File: src/rtl/uart_pkg.sv
// Shared UART constants and serialiser state encodings (also used by the loader's receiver).
// Optional parity build: define UART_TX_PARITY_EN (8E1 framing); undefined gives 8N1.
package uart_pkg;

  localparam int unsigned UART_CLKS_PER_BIT = 5208;
  localparam int unsigned UART_FIFO_DEPTH   = 8;
  localparam int unsigned UART_DATA_BITS    = 8;

`ifdef UART_TX_PARITY_EN
  localparam int unsigned UART_FRAME_BITS = 11;

  typedef enum logic [2:0] {
    ST_IDLE   = 3'd0,
    ST_START  = 3'd1,
    ST_DATA   = 3'd2,
    ST_STOP   = 3'd3,
    ST_PARITY = 3'd4
  } uart_state_e;
`else
  localparam int unsigned UART_FRAME_BITS = 10;

  typedef enum logic [1:0] {
    ST_IDLE  = 2'd0,
    ST_START = 2'd1,
    ST_DATA  = 2'd2,
    ST_STOP  = 2'd3
  } uart_state_e;
`endif

endpackage

File: src/rtl/uart_tx_if.sv
// Byte-push and status bundle between a producer (master) and the UART transmitter (slave).
interface uart_tx_if;

  logic       wr_en;
  logic [7:0] wr_data;
  logic       full;
  logic       empty;
  logic       busy;
  logic       tx;

  modport master (output wr_en, output wr_data,
                  input  full, input empty, input busy, input tx);

  modport slave  (input  wr_en, input wr_data,
                  output full, output empty, output busy, output tx);

endinterface

File: src/rtl/uart_tx_fifo.sv
// Single-clock byte FIFO with first-word-fall-through read data and registered full/empty flags.
module uart_tx_fifo #(
  parameter int unsigned DEPTH = 8
) (
  input  logic       clk,
  input  logic       reset_n,
  input  logic       wr_en,
  input  logic [7:0] wr_data,
  input  logic       rd_en,
  output logic [7:0] rd_data,
  output logic       full,
  output logic       empty
);

  localparam int unsigned PTR_W = $clog2(DEPTH);
  localparam int unsigned CNT_W = PTR_W + 1;

  logic [7:0]       r_mem [DEPTH];
  logic [PTR_W-1:0] r_wr_ptr;
  logic [PTR_W-1:0] r_rd_ptr;
  logic [CNT_W-1:0] r_count;
  logic [CNT_W-1:0] w_count_nxt;
  logic             r_full;
  logic             r_empty;
  logic             w_wr;
  logic             w_rd;

  // Acceptance uses the flags as registered this cycle, regardless of a same-cycle pop.
  assign w_wr        = wr_en & ~r_full;
  assign w_rd        = rd_en & ~r_empty;
  assign w_count_nxt = r_count + CNT_W'(w_wr) - CNT_W'(w_rd);

  always_ff @(posedge clk or negedge reset_n) begin
    if (!reset_n) begin
      r_wr_ptr <= '0;
      r_rd_ptr <= '0;
      r_count  <= '0;
      r_full   <= 1'b0;
      r_empty  <= 1'b1;
    end else begin
      if (w_wr) r_wr_ptr <= r_wr_ptr + PTR_W'(1);
      if (w_rd) r_rd_ptr <= r_rd_ptr + PTR_W'(1);
      r_count <= w_count_nxt;
      r_full  <= (w_count_nxt == CNT_W'(DEPTH));
      r_empty <= (w_count_nxt == '0);
    end
  end

  always_ff @(posedge clk) begin
    if (w_wr) r_mem[r_wr_ptr] <= wr_data;
  end

  assign rd_data = r_mem[r_rd_ptr];
  assign full    = r_full;
  assign empty   = r_empty;

endmodule

File: src/rtl/uart_tx.sv
// Buffered UART transmitter: FIFO-fed serialiser driving LSB-first frames from a flop on tx.
// Define UART_TX_PARITY_EN to insert an even-parity bit (8E1); default is 8N1.
module uart_tx
  import uart_pkg::*;
#(
  parameter int unsigned CLKS_PER_BIT = UART_CLKS_PER_BIT,
  parameter int unsigned FIFO_DEPTH   = UART_FIFO_DEPTH
) (
  input  logic      clk,
  input  logic      reset_n,
  uart_tx_if.slave  bus
);

  localparam int unsigned BAUD_W = $clog2(CLKS_PER_BIT);
  localparam int unsigned BIT_W  = $clog2(UART_DATA_BITS);

  uart_state_e       r_state;
  uart_state_e       w_state_nxt;
  logic [BAUD_W-1:0] r_baud;
  logic [BAUD_W-1:0] w_baud_nxt;
  logic [BIT_W-1:0]  r_bit;
  logic [BIT_W-1:0]  w_bit_nxt;
  logic [7:0]        r_shift;
  logic [7:0]        w_shift_nxt;
  logic              r_tx;
  logic              w_tx_nxt;
  logic              w_pop;
  logic              w_baud_end;
  logic [7:0]        w_rd_data;
  logic              w_full;
  logic              w_empty;
`ifdef UART_TX_PARITY_EN
  logic              r_par;
  logic              w_par_nxt;
`endif

  uart_tx_fifo #(
    .DEPTH (FIFO_DEPTH)
  ) u_fifo (
    .clk     (clk),
    .reset_n (reset_n),
    .wr_en   (bus.wr_en),
    .wr_data (bus.wr_data),
    .rd_en   (w_pop),
    .rd_data (w_rd_data),
    .full    (w_full),
    .empty   (w_empty)
  );

  assign w_baud_end = (r_baud == BAUD_W'(CLKS_PER_BIT - 1));

  always_ff @(posedge clk or negedge reset_n) begin
    if (!reset_n) begin
      r_state <= ST_IDLE;
      r_baud  <= '0;
      r_bit   <= '0;
      r_shift <= '0;
      r_tx    <= 1'b1;
`ifdef UART_TX_PARITY_EN
      r_par   <= 1'b0;
`endif
    end else begin
      r_state <= w_state_nxt;
      r_baud  <= w_baud_nxt;
      r_bit   <= w_bit_nxt;
      r_shift <= w_shift_nxt;
      r_tx    <= w_tx_nxt;
`ifdef UART_TX_PARITY_EN
      r_par   <= w_par_nxt;
`endif
    end
  end

  // Next-state and next-line logic; the shift register moves right so bit 0 is always next out.
  always_comb begin
    w_state_nxt = r_state;
    w_baud_nxt  = r_baud;
    w_bit_nxt   = r_bit;
    w_shift_nxt = r_shift;
    w_tx_nxt    = r_tx;
    w_pop       = 1'b0;
`ifdef UART_TX_PARITY_EN
    w_par_nxt   = r_par;
`endif

    case (r_state)
      ST_IDLE: begin
        w_tx_nxt = 1'b1;
        w_pop    = ~w_empty;
      end

      ST_START: begin
        w_baud_nxt = r_baud + BAUD_W'(1);
        if (w_baud_end) begin
          w_state_nxt = ST_DATA;
          w_baud_nxt  = '0;
          w_bit_nxt   = '0;
          w_tx_nxt    = r_shift[0];
          w_shift_nxt = {1'b0, r_shift[7:1]};
        end
      end

      ST_DATA: begin
        w_baud_nxt = r_baud + BAUD_W'(1);
        if (w_baud_end) begin
          w_baud_nxt = '0;
          if (r_bit == BIT_W'(UART_DATA_BITS - 1)) begin
`ifdef UART_TX_PARITY_EN
            w_state_nxt = ST_PARITY;
            w_tx_nxt    = r_par;
`else
            w_state_nxt = ST_STOP;
            w_tx_nxt    = 1'b1;
`endif
          end else begin
            w_bit_nxt   = r_bit + BIT_W'(1);
            w_tx_nxt    = r_shift[0];
            w_shift_nxt = {1'b0, r_shift[7:1]};
          end
        end
      end

`ifdef UART_TX_PARITY_EN
      ST_PARITY: begin
        w_baud_nxt = r_baud + BAUD_W'(1);
        if (w_baud_end) begin
          w_state_nxt = ST_STOP;
          w_baud_nxt  = '0;
          w_tx_nxt    = 1'b1;
        end
      end
`endif

      ST_STOP: begin
        w_baud_nxt = r_baud + BAUD_W'(1);
        if (w_baud_end) begin
          w_baud_nxt = '0;
          if (w_empty) w_state_nxt = ST_IDLE;
          else         w_pop       = 1'b1;
        end
      end

      default: begin
        w_state_nxt = ST_IDLE;
        w_baud_nxt  = '0;
        w_tx_nxt    = 1'b1;
      end
    endcase

    // A pop from IDLE or the last stop cycle loads the next byte and starts its start bit.
    if (w_pop) begin
      w_state_nxt = ST_START;
      w_shift_nxt = w_rd_data;
      w_baud_nxt  = '0;
      w_bit_nxt   = '0;
      w_tx_nxt    = 1'b0;
`ifdef UART_TX_PARITY_EN
      w_par_nxt   = ^w_rd_data;
`endif
    end
  end

  assign bus.tx    = r_tx;
  assign bus.full  = w_full;
  assign bus.empty = w_empty;
  assign bus.busy  = (r_state != ST_IDLE) | ~w_empty;

endmodule

File: src/flat_wrapper.sv
// flat-port wrapper written by rule: the top's interface ports become plain ports
module uart_tx_flat import uart_pkg::*;
#(
  parameter int unsigned CLKS_PER_BIT = UART_CLKS_PER_BIT,
  parameter int unsigned FIFO_DEPTH   = UART_FIFO_DEPTH
)
  (clk, reset_n, bus_wr_en, bus_wr_data, bus_full, bus_empty, bus_busy, bus_tx);
  uart_tx_if bus_i ();
  input  logic clk;
  input  logic reset_n;
  input wire logic [$bits(bus_i.wr_en)-1:0] bus_wr_en;
  input wire logic [$bits(bus_i.wr_data)-1:0] bus_wr_data;
  output wire logic [$bits(bus_i.full)-1:0] bus_full;
  output wire logic [$bits(bus_i.empty)-1:0] bus_empty;
  output wire logic [$bits(bus_i.busy)-1:0] bus_busy;
  output wire logic [$bits(bus_i.tx)-1:0] bus_tx;
  assign bus_i.wr_en = bus_wr_en;
  assign bus_i.wr_data = bus_wr_data;
  assign bus_full = bus_i.full;
  assign bus_empty = bus_i.empty;
  assign bus_busy = bus_i.busy;
  assign bus_tx = bus_i.tx;
  uart_tx #(.CLKS_PER_BIT(CLKS_PER_BIT), .FIFO_DEPTH(FIFO_DEPTH)) u_core (.clk(clk), .reset_n(reset_n), .bus(bus_i));
endmodule
File: config.mk
export PLATFORM = sky130hd
export DESIGN_NAME = uart_tx_flat
export DESIGN_NICKNAME = d
export VERILOG_FILES = /design/src/rtl/uart_pkg.sv /design/src/rtl/uart_tx_if.sv /design/src/rtl/uart_tx_fifo.sv /design/src/rtl/uart_tx.sv /design/src/flat_wrapper.sv
export SDC_FILE = /design/constraint.sdc
export NUM_CORES = 1
export LEC_CHECK = 0
export ABC_AREA = 1
export ABC_CLOCK_PERIOD_IN_PS = 6500
export BUFFER_PORTS_ARGS = -buffer_cell sky130_fd_sc_hd__buf_2
export CAP_MARGIN = 20
export CORE_ASPECT_RATIO = 0.5
export CORE_MARGIN = 4
export CORE_UTILIZATION = 45
export DETAILED_ROUTE_END_ITERATION = 12
export PLACE_DENSITY = 0.7
export SYNTH_ARGS = -nofsm -noshare
export SYNTH_HDL_FRONTEND = slang
export SYNTH_SLANG_ARGS = --single-unit
File: constraint.sdc
create_clock -name clk -period 6.5 [get_ports clk]
set_input_delay 0.65 -clock clk [delete_from_list [all_inputs] [get_ports clk]]
set_output_delay 0.65 -clock clk [all_outputs]
set_load 0.02 [all_outputs]
After elaboration in Yosys (flattened, before gate mapping)
Memories as Yosys holds them, arrays and structs flattened.
Index checks and enable logic that the tools add are counted.

cells by class
  add/sub/neg operators = 6
  equality and inequality tests = 12
  mux-type cells = 30
  bitwise operators = 5
  reduce and logical (&&, ||, !) cells = 11

operator list
  operator                                               number
  2-to-1 mux 13 bit                                      3
  2-to-1 mux 8 bit                                       4
  case mux 8 bit (2 select lines)                        1
  adder 13 x 1 -> 13 bit, second input constant          1
  equality test 13 bit, second input constant            1
  2-to-1 mux 2 bit                                       6
  2-to-1 mux 3 bit                                       4
  inequality test 3 x 2 -> 1 bit, second input constant  4
  adder 3 x 1 -> 3 bit, second input constant            3
  2-to-1 mux 1 bit                                       8
  nonzero test 4 bit                                     2
  inequality test 3 bit, second input constant           2
  case mux 2 bit (3 select lines)                        1
  case mux 3 bit (2 select lines)                        1
  AND reduction 6 bit                                    1
  adder 4 x 1 -> 4 bit                                   1
  equality test 2 bit, second input constant             2
  equality test 4 bit, second input constant             1
  logical NOT 4 bit                                      1
  AND reduction 4 bit                                    1
  nonzero test 2 bit                                     2
  subtractor 4 x 1 -> 4 bit                              1
  equality test 3 bit, second input constant             1
  case mux 1 bit (3 select lines)                        1
  other kinds (9)                                        11

storage, ports and cells
  register bits after elaboration = 39
  bits in writable memories = 64
  input port bits = 11
  output and inout bits = 4
  logic and storage cells = 75
  memories = 1

memory list
  memory               words  width  rd ports  clocked after Yosys merged registers in  write ports  RTL line            source
  u_core.u_fifo.r_mem  8      8      1         0                                        1            uart_tx_fifo.sv:18  logic [7:0] r_mem [DEPTH];

Logic depth before layout (Yosys ltp)
Gate-level depths: netlist (run 1).

  depth in word-level cells = 6
  mapped depth = 17
  depth with buffers taken out = 17

Cells and area by module
A second synthesis (run 1) with hierarchy kept.

second synthesis, totals
  cells, all modules = 574
  area total of the unflattened synthesis = 5,112.4 um2

modules (own cells, without submodules)
  module        instances  cells an instance  area each (um2)  seq. area each (um2)
  uart_tx_fifo  1          347                3,462.1          2,223.4
  uart_tx       1          227                1,650.3          676.9

Worst setup path before layout (run 1)
Ideal clock, no wire load.

  path type = register to register
  start point = register u_core.r_baud[0]
  end point = register u_core.u_fifo.r_empty, in the netlist u_core.u_fifo.empty
  setup time = 0.068 ns
  arrival time = 2.762 ns
  required time = 6.432 ns
  slack = 3.670 ns
  stages on the path, launching flop included = 18
  path buffers = 0
  clock period less this slack = 2.830 ns
  cells stage by stage = dfrtp_1 -> ha_1 -> nand2_1 -> inv_1 -> nand2_1 -> nor2_1 -> nand3_1 -> nand2_2 -> nand2_4 -> clkinv_1 -> ha_1 -> inv_1 -> ha_1 -> inv_1 -> fa_1 -> inv_1 -> or3_1 -> nor2_1

between the ends
  word-level cells in the longest chain between the ends = 6

ends and longest elaborated chain
  what                                    RTL line            source
  start, declared                         uart_tx.sv:19       logic [BAUD_W-1:0] r_baud;
  start signal, assigned                  uart_tx.sv:64       r_baud <= w_baud_nxt;
  equality test 13 bit                    uart_tx.sv:50       assign w_baud_end = (r_baud == BAUD_W'(CLKS_PER_BIT - 1));
  2-to-1 mux 1 bit                        uart_tx.sv:136      if (w_baud_end) begin
  case mux 1 bit (2 select lines)         uart_tx.sv:86       case (r_state)
  AND 1 bit                               uart_tx_fifo.sv:30  assign w_rd = rd_en & ~r_empty;
  named net u_core.u_fifo.w_rd            uart_tx_fifo.sv:26  logic w_rd;
  subtractor 4 x 1 -> 4 bit               uart_tx_fifo.sv:31  assign w_count_nxt = r_count + CNT_W'(w_wr) - CNT_W'(w_rd);
  named net u_core.u_fifo.w_count_nxt[1]  uart_tx_fifo.sv:22  logic [CNT_W-1:0] w_count_nxt;
  logical NOT 4 bit                       uart_tx_fifo.sv:45  r_empty <= (w_count_nxt == '0);
  end signal, assigned                    uart_tx_fifo.sv:45
  end, declared                           uart_tx_fifo.sv:24  logic r_empty;

The timed path passes the listed nets, and every way through them passes these cells.
A chain may end at the register's enable or synchronous reset.

Final worst setup path (run 1)
  start point = register u_core.r_baud[0]
  end point = register u_core.u_fifo.r_full, in the netlist u_core.u_fifo.full

between the ends
  word-level cells in the longest chain between the ends = 6

ends and longest elaborated chain
  what                                    RTL line            source
  equality test 13 bit                    uart_tx.sv:50
  2-to-1 mux 1 bit                        uart_tx.sv:136
  case mux 1 bit (2 select lines)         uart_tx.sv:86
  AND 1 bit                               uart_tx_fifo.sv:30
  named net u_core.u_fifo.w_rd            uart_tx_fifo.sv:26
  subtractor 4 x 1 -> 4 bit               uart_tx_fifo.sv:31
  named net u_core.u_fifo.w_count_nxt[1]  uart_tx_fifo.sv:22
  equality test 4 bit                     uart_tx_fifo.sv:44  r_full <= (w_count_nxt == CNT_W'(DEPTH));
  end signal, assigned                    uart_tx_fifo.sv:44
  end, declared                           uart_tx_fifo.sv:23  logic r_full;

The timed path passes the listed nets, and every way through them passes these cells.

==> qor.yml, run 1 <==
floorplan:
  floorplan.rows: 26
  die_y_um: 81.6
  placeableCoreArea_um2: 10400
  chipWidth_um: 155
  ioPinCount: 15
  initial_core_util_pct: 46.9
  fp.dieArea_um2: 12700
clocking:
  hold_buffers: 0
  clkSlewWorstSetupHoldPaths_ps: 80
  number_of_clock_sinks: 103
  numCtsBuffers: 9
  clkLatencyLatePin_ps: 360
  cts_tree: "done"
  cts_root_buffer: "clkbuf_16"
  h-tree-depth: 3
  postCtsResizedCells: 0
  post-cts-setup-buffers: 0
  ctsLongestPathBuffers: 2
critical_path:
  crit_path_cell_trace: "ha_1, nand2_1, inv_1, nand2_1, nor2_1, nand3_1, nand2_2, nand2_4, clkinv_1, ha_1, inv_1, ha_1, inv_1, fa_1, inv_1, or3_1, nor2_1"
  cpPeakStageDelay_ps: 480
  worstPathArrival_ps: 3700
  timing.critical_path.from_type: "flop"
  criticalPathCategory: "flop to flop"
  worstPathRequired_ps: 6780
  crit_path_end_kind: "flop"
  worst_path_cell_with_the_longest_stage_delay: "fa_1"
  reg2reg_setup_slack_ps: 3080
  critical_path.max_fanout: 36
  cp_common_cell: "inv_1"
yosys:
  synthTopCellsByArea: "edfxtp_1, dfrtp_1, nand2_1"
  seq_area_frac_synth_pct: 59.5
  synthArstFlopShare_pct: 37.9
  synth-edff-count: 64
  synthesis.area_per_instance_um2: 9.86
  yosysUniqueCellTypes: 34
  synth_xor_area_share_pct: 1.98
  synthMuxAreaShare_pct: 0
  cell_area_after_technology_mapping_um2: 4870
  yosys.area_share.adder_pct: 4.78
  post-synth-top-count-cell: "nand2_1"
  synth_compound_area_share_pct: 9.71
  synth_simple_gate_area_share_pct: 18.7
  synth.largest_area_cell: "edfxtp_1"
  synthesis_stage_register_bit_count: 103
  synth_nets: 523
  postSynth.topFlopCell: "edfxtp_1"
  synth_top_cells_by_count: "nand2_1, nor2_1, edfxtp_1, o21ai_0, inv_1"
  synth-warning-count: 0
  main_combinational_cell_family_by_area_after_synthesis: "simple AND/OR/NAND/NOR gates"
  synth_top_area_share_pct: 39.4
  post_synth_inst_count: 494
place:
  hpwl_um: 5990
  worst_slack_at_placement_ps: 3110
  gp_congestion: 0.928
  port-buffer-count: 14
timing:
  rsz0062_at_grt: "false"
  tightestPinTransition_ps: 921
  finalHoldViolations: 0
  fmaxAchievable_mhz: 292
  period_needed_ps: 3420
  fin_worst_skew_ps: 12.0
  slew_viols_final: 0
  layout_worst_path_cycle_share_pct: 52.7
  setup_viol: 0
  timing.setup.tns_ps: 0
  timing.max_slew.rel_slack_pct: 38.4
  layout_setup_ws_ps: 3080
detailed_routing:
  wl_per_cell_um: 14.4
  detailedRoute.firstPassIterationCount: 5
  drt_first_iter_violations: 265
  drcViolationCount: 0
  detailroute.via_count: 3327
  routed_via_density: 5.13
  drt_wl_total_um: 9340
  final_antenna_net_count: 0
pwr:
  power_leakage_nw: 2.20
  power-per-cell-area_nw_per_um2: 292
  peakVddDrop_mv: 0.127
  design_power_total_mw: 1.57
hold_path:
  worstHoldPathType: "input pin to async pin"
layout:
  flow.area_growth_from_synthesis_pct: 9.99
  insertedDiodeCount: 0
  final_nets: 533
  layout-drive-gt1-share_pct: 9.63
run:
  drv.max_cap_violation_count: 0
outcome:
  run_status: "finished clean"
grt:
  wire_length_of_the_first_global_routing_pass_um: 15700
  vias_in_the_first_global_route: 3088
  grt_antenna_before_repair: 0
  grt_max_degree: 40
  leftover_overflow_at_the_end_of_global_routing: 0
  track_usage_pct: 16.1
==> cell usage in the layout (no fill, tap or decap), types with 3 or more instances in the layout <==
| cell type | synthesis | layout |
|---|---|---|
| nand2_1 | 99 | 99 |
| o211ai_1 | 12 | 12 |
| inv_2 | 4 | 4 |
| o21ai_1 | 8 | 8 |
| xnor2_1 | 3 | 3 |
| buf_2 | 7 | 14 |
| clkinv_1 | 3 | 3 |
| clkbuf_16 | 0 | 9 |
| ha_1 | 17 | 17 |
| nand4_1 | 7 | 7 |
| o21ai_0 | 43 | 43 |
| dfrtp_1 | 37 | 37 |
| nor3_1 | 11 | 11 |
| edfxtp_1 | 64 | 64 |
| nor2_1 | 76 | 76 |
| inv_1 | 38 | 38 |
| nand3_1 | 21 | 21 |
| xor2_1 | 8 | 8 |
| a21oi_1 | 7 | 7 |
| o21ai_2 | 4 | 4 |
| nand2_2 | 3 | 3 |
==> path summary, 6_finish.rpt <==
kind / start / end / cells past startpoint
max: u_core.r_baud[0] / u_core.u_fifo.full / 17
min: reset_n / u_core.r_baud[7] / 1
max reg2reg: u_core.r_baud[0] / u_core.u_fifo.full / 17
min reg2reg: u_core.bus.tx / u_core.bus.tx / 2
max in group asynchronous: reset_n / u_core.r_bit[0] / 1
min in group clk: u_core.bus.tx / u_core.bus.tx / 2
==> per-stage QoR <==
| stage | hold slack [ps] | util, % | instance area [µm²] | cells |
|---|---|---|---|---|
| finish | 407 | 51.6 | 5360 | 649 |
| detailed placement | 460 | 48.5 | 5040 | 633 |
| floorplan | 354 | - | 4870 | 494 |
| global route | 479 | 51.6 | 5360 | 649 |
| CTS | 436 | 51.6 | 5360 | 649 |
| global placement | 460 | 48.5 | 5040 | 633 |
==> report_power, final <==
group,internal (mW),switching (mW)
Combinational,0.0666,0.124
Sequential,0.780,0.0304
Clock,0.284,0.282
Total,1.13,0.436
==> logic make-up (layout without fill, tap and decap cells) <==
family,Yosys count,count (layout)
AO/OA/AOI/OAI,80,80
XOR/XNOR,11,11
adder cells (fa/ha/maj),18,18
AND/OR/NAND/NOR,221,221
flip-flops,103,103
buffers and inverters,61,76
==> routing by layer <==
| metal | share of wire [%] | up-vias | wire length [µm] | track usage (%) |
|---|---|---|---|---|
| met2 | 45 | 78 | 4180 | 25.7 |
| met4 | 0.87 | 0 | 81 | 4.85 |
| li1 | - | 1677 | - | - |
| met5 | 0 | - | 0 | 0 |
| met3 | 5.1 | 6 | 475 | 4.16 |
| met1 | 49 | 1566 | 4600 | 21.8 |
==> area by class of cell <==
type | count | area [µm²]
well taps | 140 | 175
clock buffers | 9 | 225
inverters | 45 | 169
repair buffers | 15 | 77.6
clock inverters | 7 | 96.3
fillers | 883 | 5020
flip-flops and latches | 103 | 2900
multi-input cells | 330 | 1720
==> critical path: cells and delay by family, from the launching register on <==
kind	cells	cell delay, ps
adder cells (fa/ha/maj)	4	1210
buffers and inverters	5	520
flip-flops	1	430
AND/OR/NAND/NOR	8	1190
==> state kept, by name (all words and copies together), names as in the netlist, 2 cells and up <==
register	count
u_core.u_fifo.r_count	4
u_core.r_bit	3
u_core.r_state	2
u_core.r_baud	13
u_core.u_fifo.r_mem	64
u_core.u_fifo.r_wr_ptr	3
u_core.r_shift	8
u_core.u_fifo.r_rd_ptr	3
(Power assumes the default switching activity.)
==> inputs of run 2 (changes only) <==
- ABC_CLOCK_PERIOD_IN_PS: 6500 -> 3100
- PLACE_DENSITY: 0.7 -> 0.72
- clock period: 6.5 -> 3.1 ns (I/O delays scaled with it)
==> qor.yml, run 2 (same netlist as run 1, synthesis figures left out) <==
critical_path:
  cp_common_cell: "inv_1"
  crit_path_end_kind: "flop"
  critical_path.max_fanout: 5
  worstPathRequired_ps: 3380
  crit_start: "u_core.r_baud[0]"
  timing.critical_path.from_type: "flop"
  regToRegStartpoint: "u_core.r_baud[0]"
  crit_path_cell_trace: "ha_1, nand2_1, inv_1, nand2_1, nor2_1, nand3_1, nand2_2, nand2_4, clkinv_1, ha_1, inv_1, ha_1, inv_1, fa_1, inv_1, or3_1, nor2_1"
  worstPathArrival_ps: 3150
  criticalPathCategory: "flop to flop"
  cpPeakStageDelay_ps: 480
  worst_path_cell_with_the_longest_stage_delay: "fa_1"
detailed_routing:
  drt_wl_total_um: 9480
  detailedRoute.firstPassIterationCount: 5
  final_antenna_net_count: 0
  wl_per_cell_um: 14.4
  drt_first_iter_violations: 320
  drcViolationCount: 0
  detailroute.via_count: 3343
  routed_via_density: 5.09
floorplan:
  chipWidth_um: 155
  die_y_um: 81.6
  fp.dieArea_um2: 12700
  placeableCoreArea_um2: 10400
  floorplan.rows: 26
  initial_core_util_pct: 46.9
  ioPinCount: 15
layout:
  flow.area_growth_from_synthesis_pct: 10.8
  area.sequential_um2: 2900
  most_frequent_standard_cell_in_the_layout_excluding_fill_and_tap_cells: "nand2_1"
  largest_register_ff_count: 64
  mostFrequentLayoutCells: "nand2_1, nor2_1, edfxtp_1"
  regMostFlops: "u_core.u_fifo.r_mem"
  layout-drive-gt1-share_pct: 11.0
  postLayoutCoreUtil_pct: 52.0
  layout_top_registers: "u_core.u_fifo.r_mem: 64 flops, u_core.r_baud: 13 flops, u_core.r_shift: 8 flops"
  multi_input_area_um2: 1720
  design_area_um2: 5400
  insertedDiodeCount: 0
  fillCellCount: 916
  final_nets: 541
clocking:
  numCtsBuffers: 9
  h-tree-depth: 3
  clkSlewWorstSetupHoldPaths_ps: 70
  postCtsResizedCells: 0
  post-cts-setup-buffers: 0
  cts_root_buffer: "clkbuf_16"
  ctsLongestPathBuffers: 2
  hold_buffers: 0
  clkLatencyLatePin_ps: 350
  number_of_clock_sinks: 103
  cts_tree: "done"
grt:
  leftover_overflow_at_the_end_of_global_routing: 0
  grt_antenna_before_repair: 0
  vias_in_the_first_global_route: 3257
  grt_max_degree: 40
  wire_length_of_the_first_global_routing_pass_um: 15900
  track_usage_pct: 16.1
timing:
  rsz0062_at_grt: "false"
  timing.setup.tns_ps: 0
  tightestPinTransition_ps: 918
  timing.max_slew.rel_slack_pct: 38.5
  setup_viol: 0
  slew_viols_final: 0
  hold-worst-slack_ps: 79.9
  period_needed_ps: 2880
  fin_worst_skew_ps: 9.40
  layout_worst_path_cycle_share_pct: 92.8
  fmaxAchievable_mhz: 348
  finalHoldViolations: 0
pwr:
  peakVddDrop_mv: 0.335
  power_leakage_nw: 2.24
  power-per-cell-area_nw_per_um2: 602
place:
  port-buffer-count: 14
  gp_congestion: 0.963
  postPlaceCellArea_um2: 5100
  hpwl_um: 6160
hold_path:
  worstHoldPathType: "input pin to async pin"
outcome:
  run_status: "finished clean"
run:
  drv.max_cap_violation_count: 0
-- run 2: metal layers --
| metal | part of all wire, % | track usage (%) |
|---|---|---|
| met1 | 46 | 20.9 |
| met2 | 48 | 27.8 |
| met3 | 5.4 | 3.79 |
| met4 | 1.1 | 4.14 |
| met5 | 0 | 0 |
-- run 2: worst max-delay path, delay by kind of cell (launching register included) --
family | cells | cell delay (ps)
adders and majority gates | 4 | 1170
and+or+nand+nor | 8 | 920
DFF | 1 | 430
buffers and inverters | 5 | 290
-- run 2: layout make-up --
| cell class | count | area share [%] |
|---|---|---|
| Timing Repair Buffer | 23 | 2.55 |
| Multi-Input combinational cell | 330 | 31.8 |
| Sequential cell | 103 | 53.7 |
| Clock buffer | 9 | 4.17 |
| Inverter | 45 | 3.13 |
| Clock inverter | 7 | 1.44 |
| Tap cell | 140 | 3.24 |
-- run 2: final timing paths --
path	to	slack, ps	cells past startpoint
worst max-delay path	u_core.u_fifo.empty	220	17
worst min-delay path	u_core.r_baud[3]	80	1
worst max register to register	u_core.u_fifo.empty	220	17
worst min register to register	u_core.bus.tx	480	2
max in group asynchronous	u_core.r_shift[5]	2460	1
min in group clk	u_core.u_fifo.r_mem[4][2]	230	1
-- run 2: report_power, final --
part | leakage, nW | total, mW | internal [mW] | switching, mW
logic | 1.03 | 0.426 | 0.157 | 0.269
registers | 1.06 | 1.70 | 1.63 | 0.0601
clock network | 0.147 | 1.13 | 0.577 | 0.551
total | 2.24 | 3.25 | 2.37 | 0.880
-- run 2: through the flow --
step                      std cells  setup slack [ps]  power, mW
after floorplan                 494               270       2.00
after global placement          641               371       2.14
after detailed placement        641               251       2.16
after CTS                       657               215       3.28
after global routing            657              60.0       3.41
final                           657               223       3.25
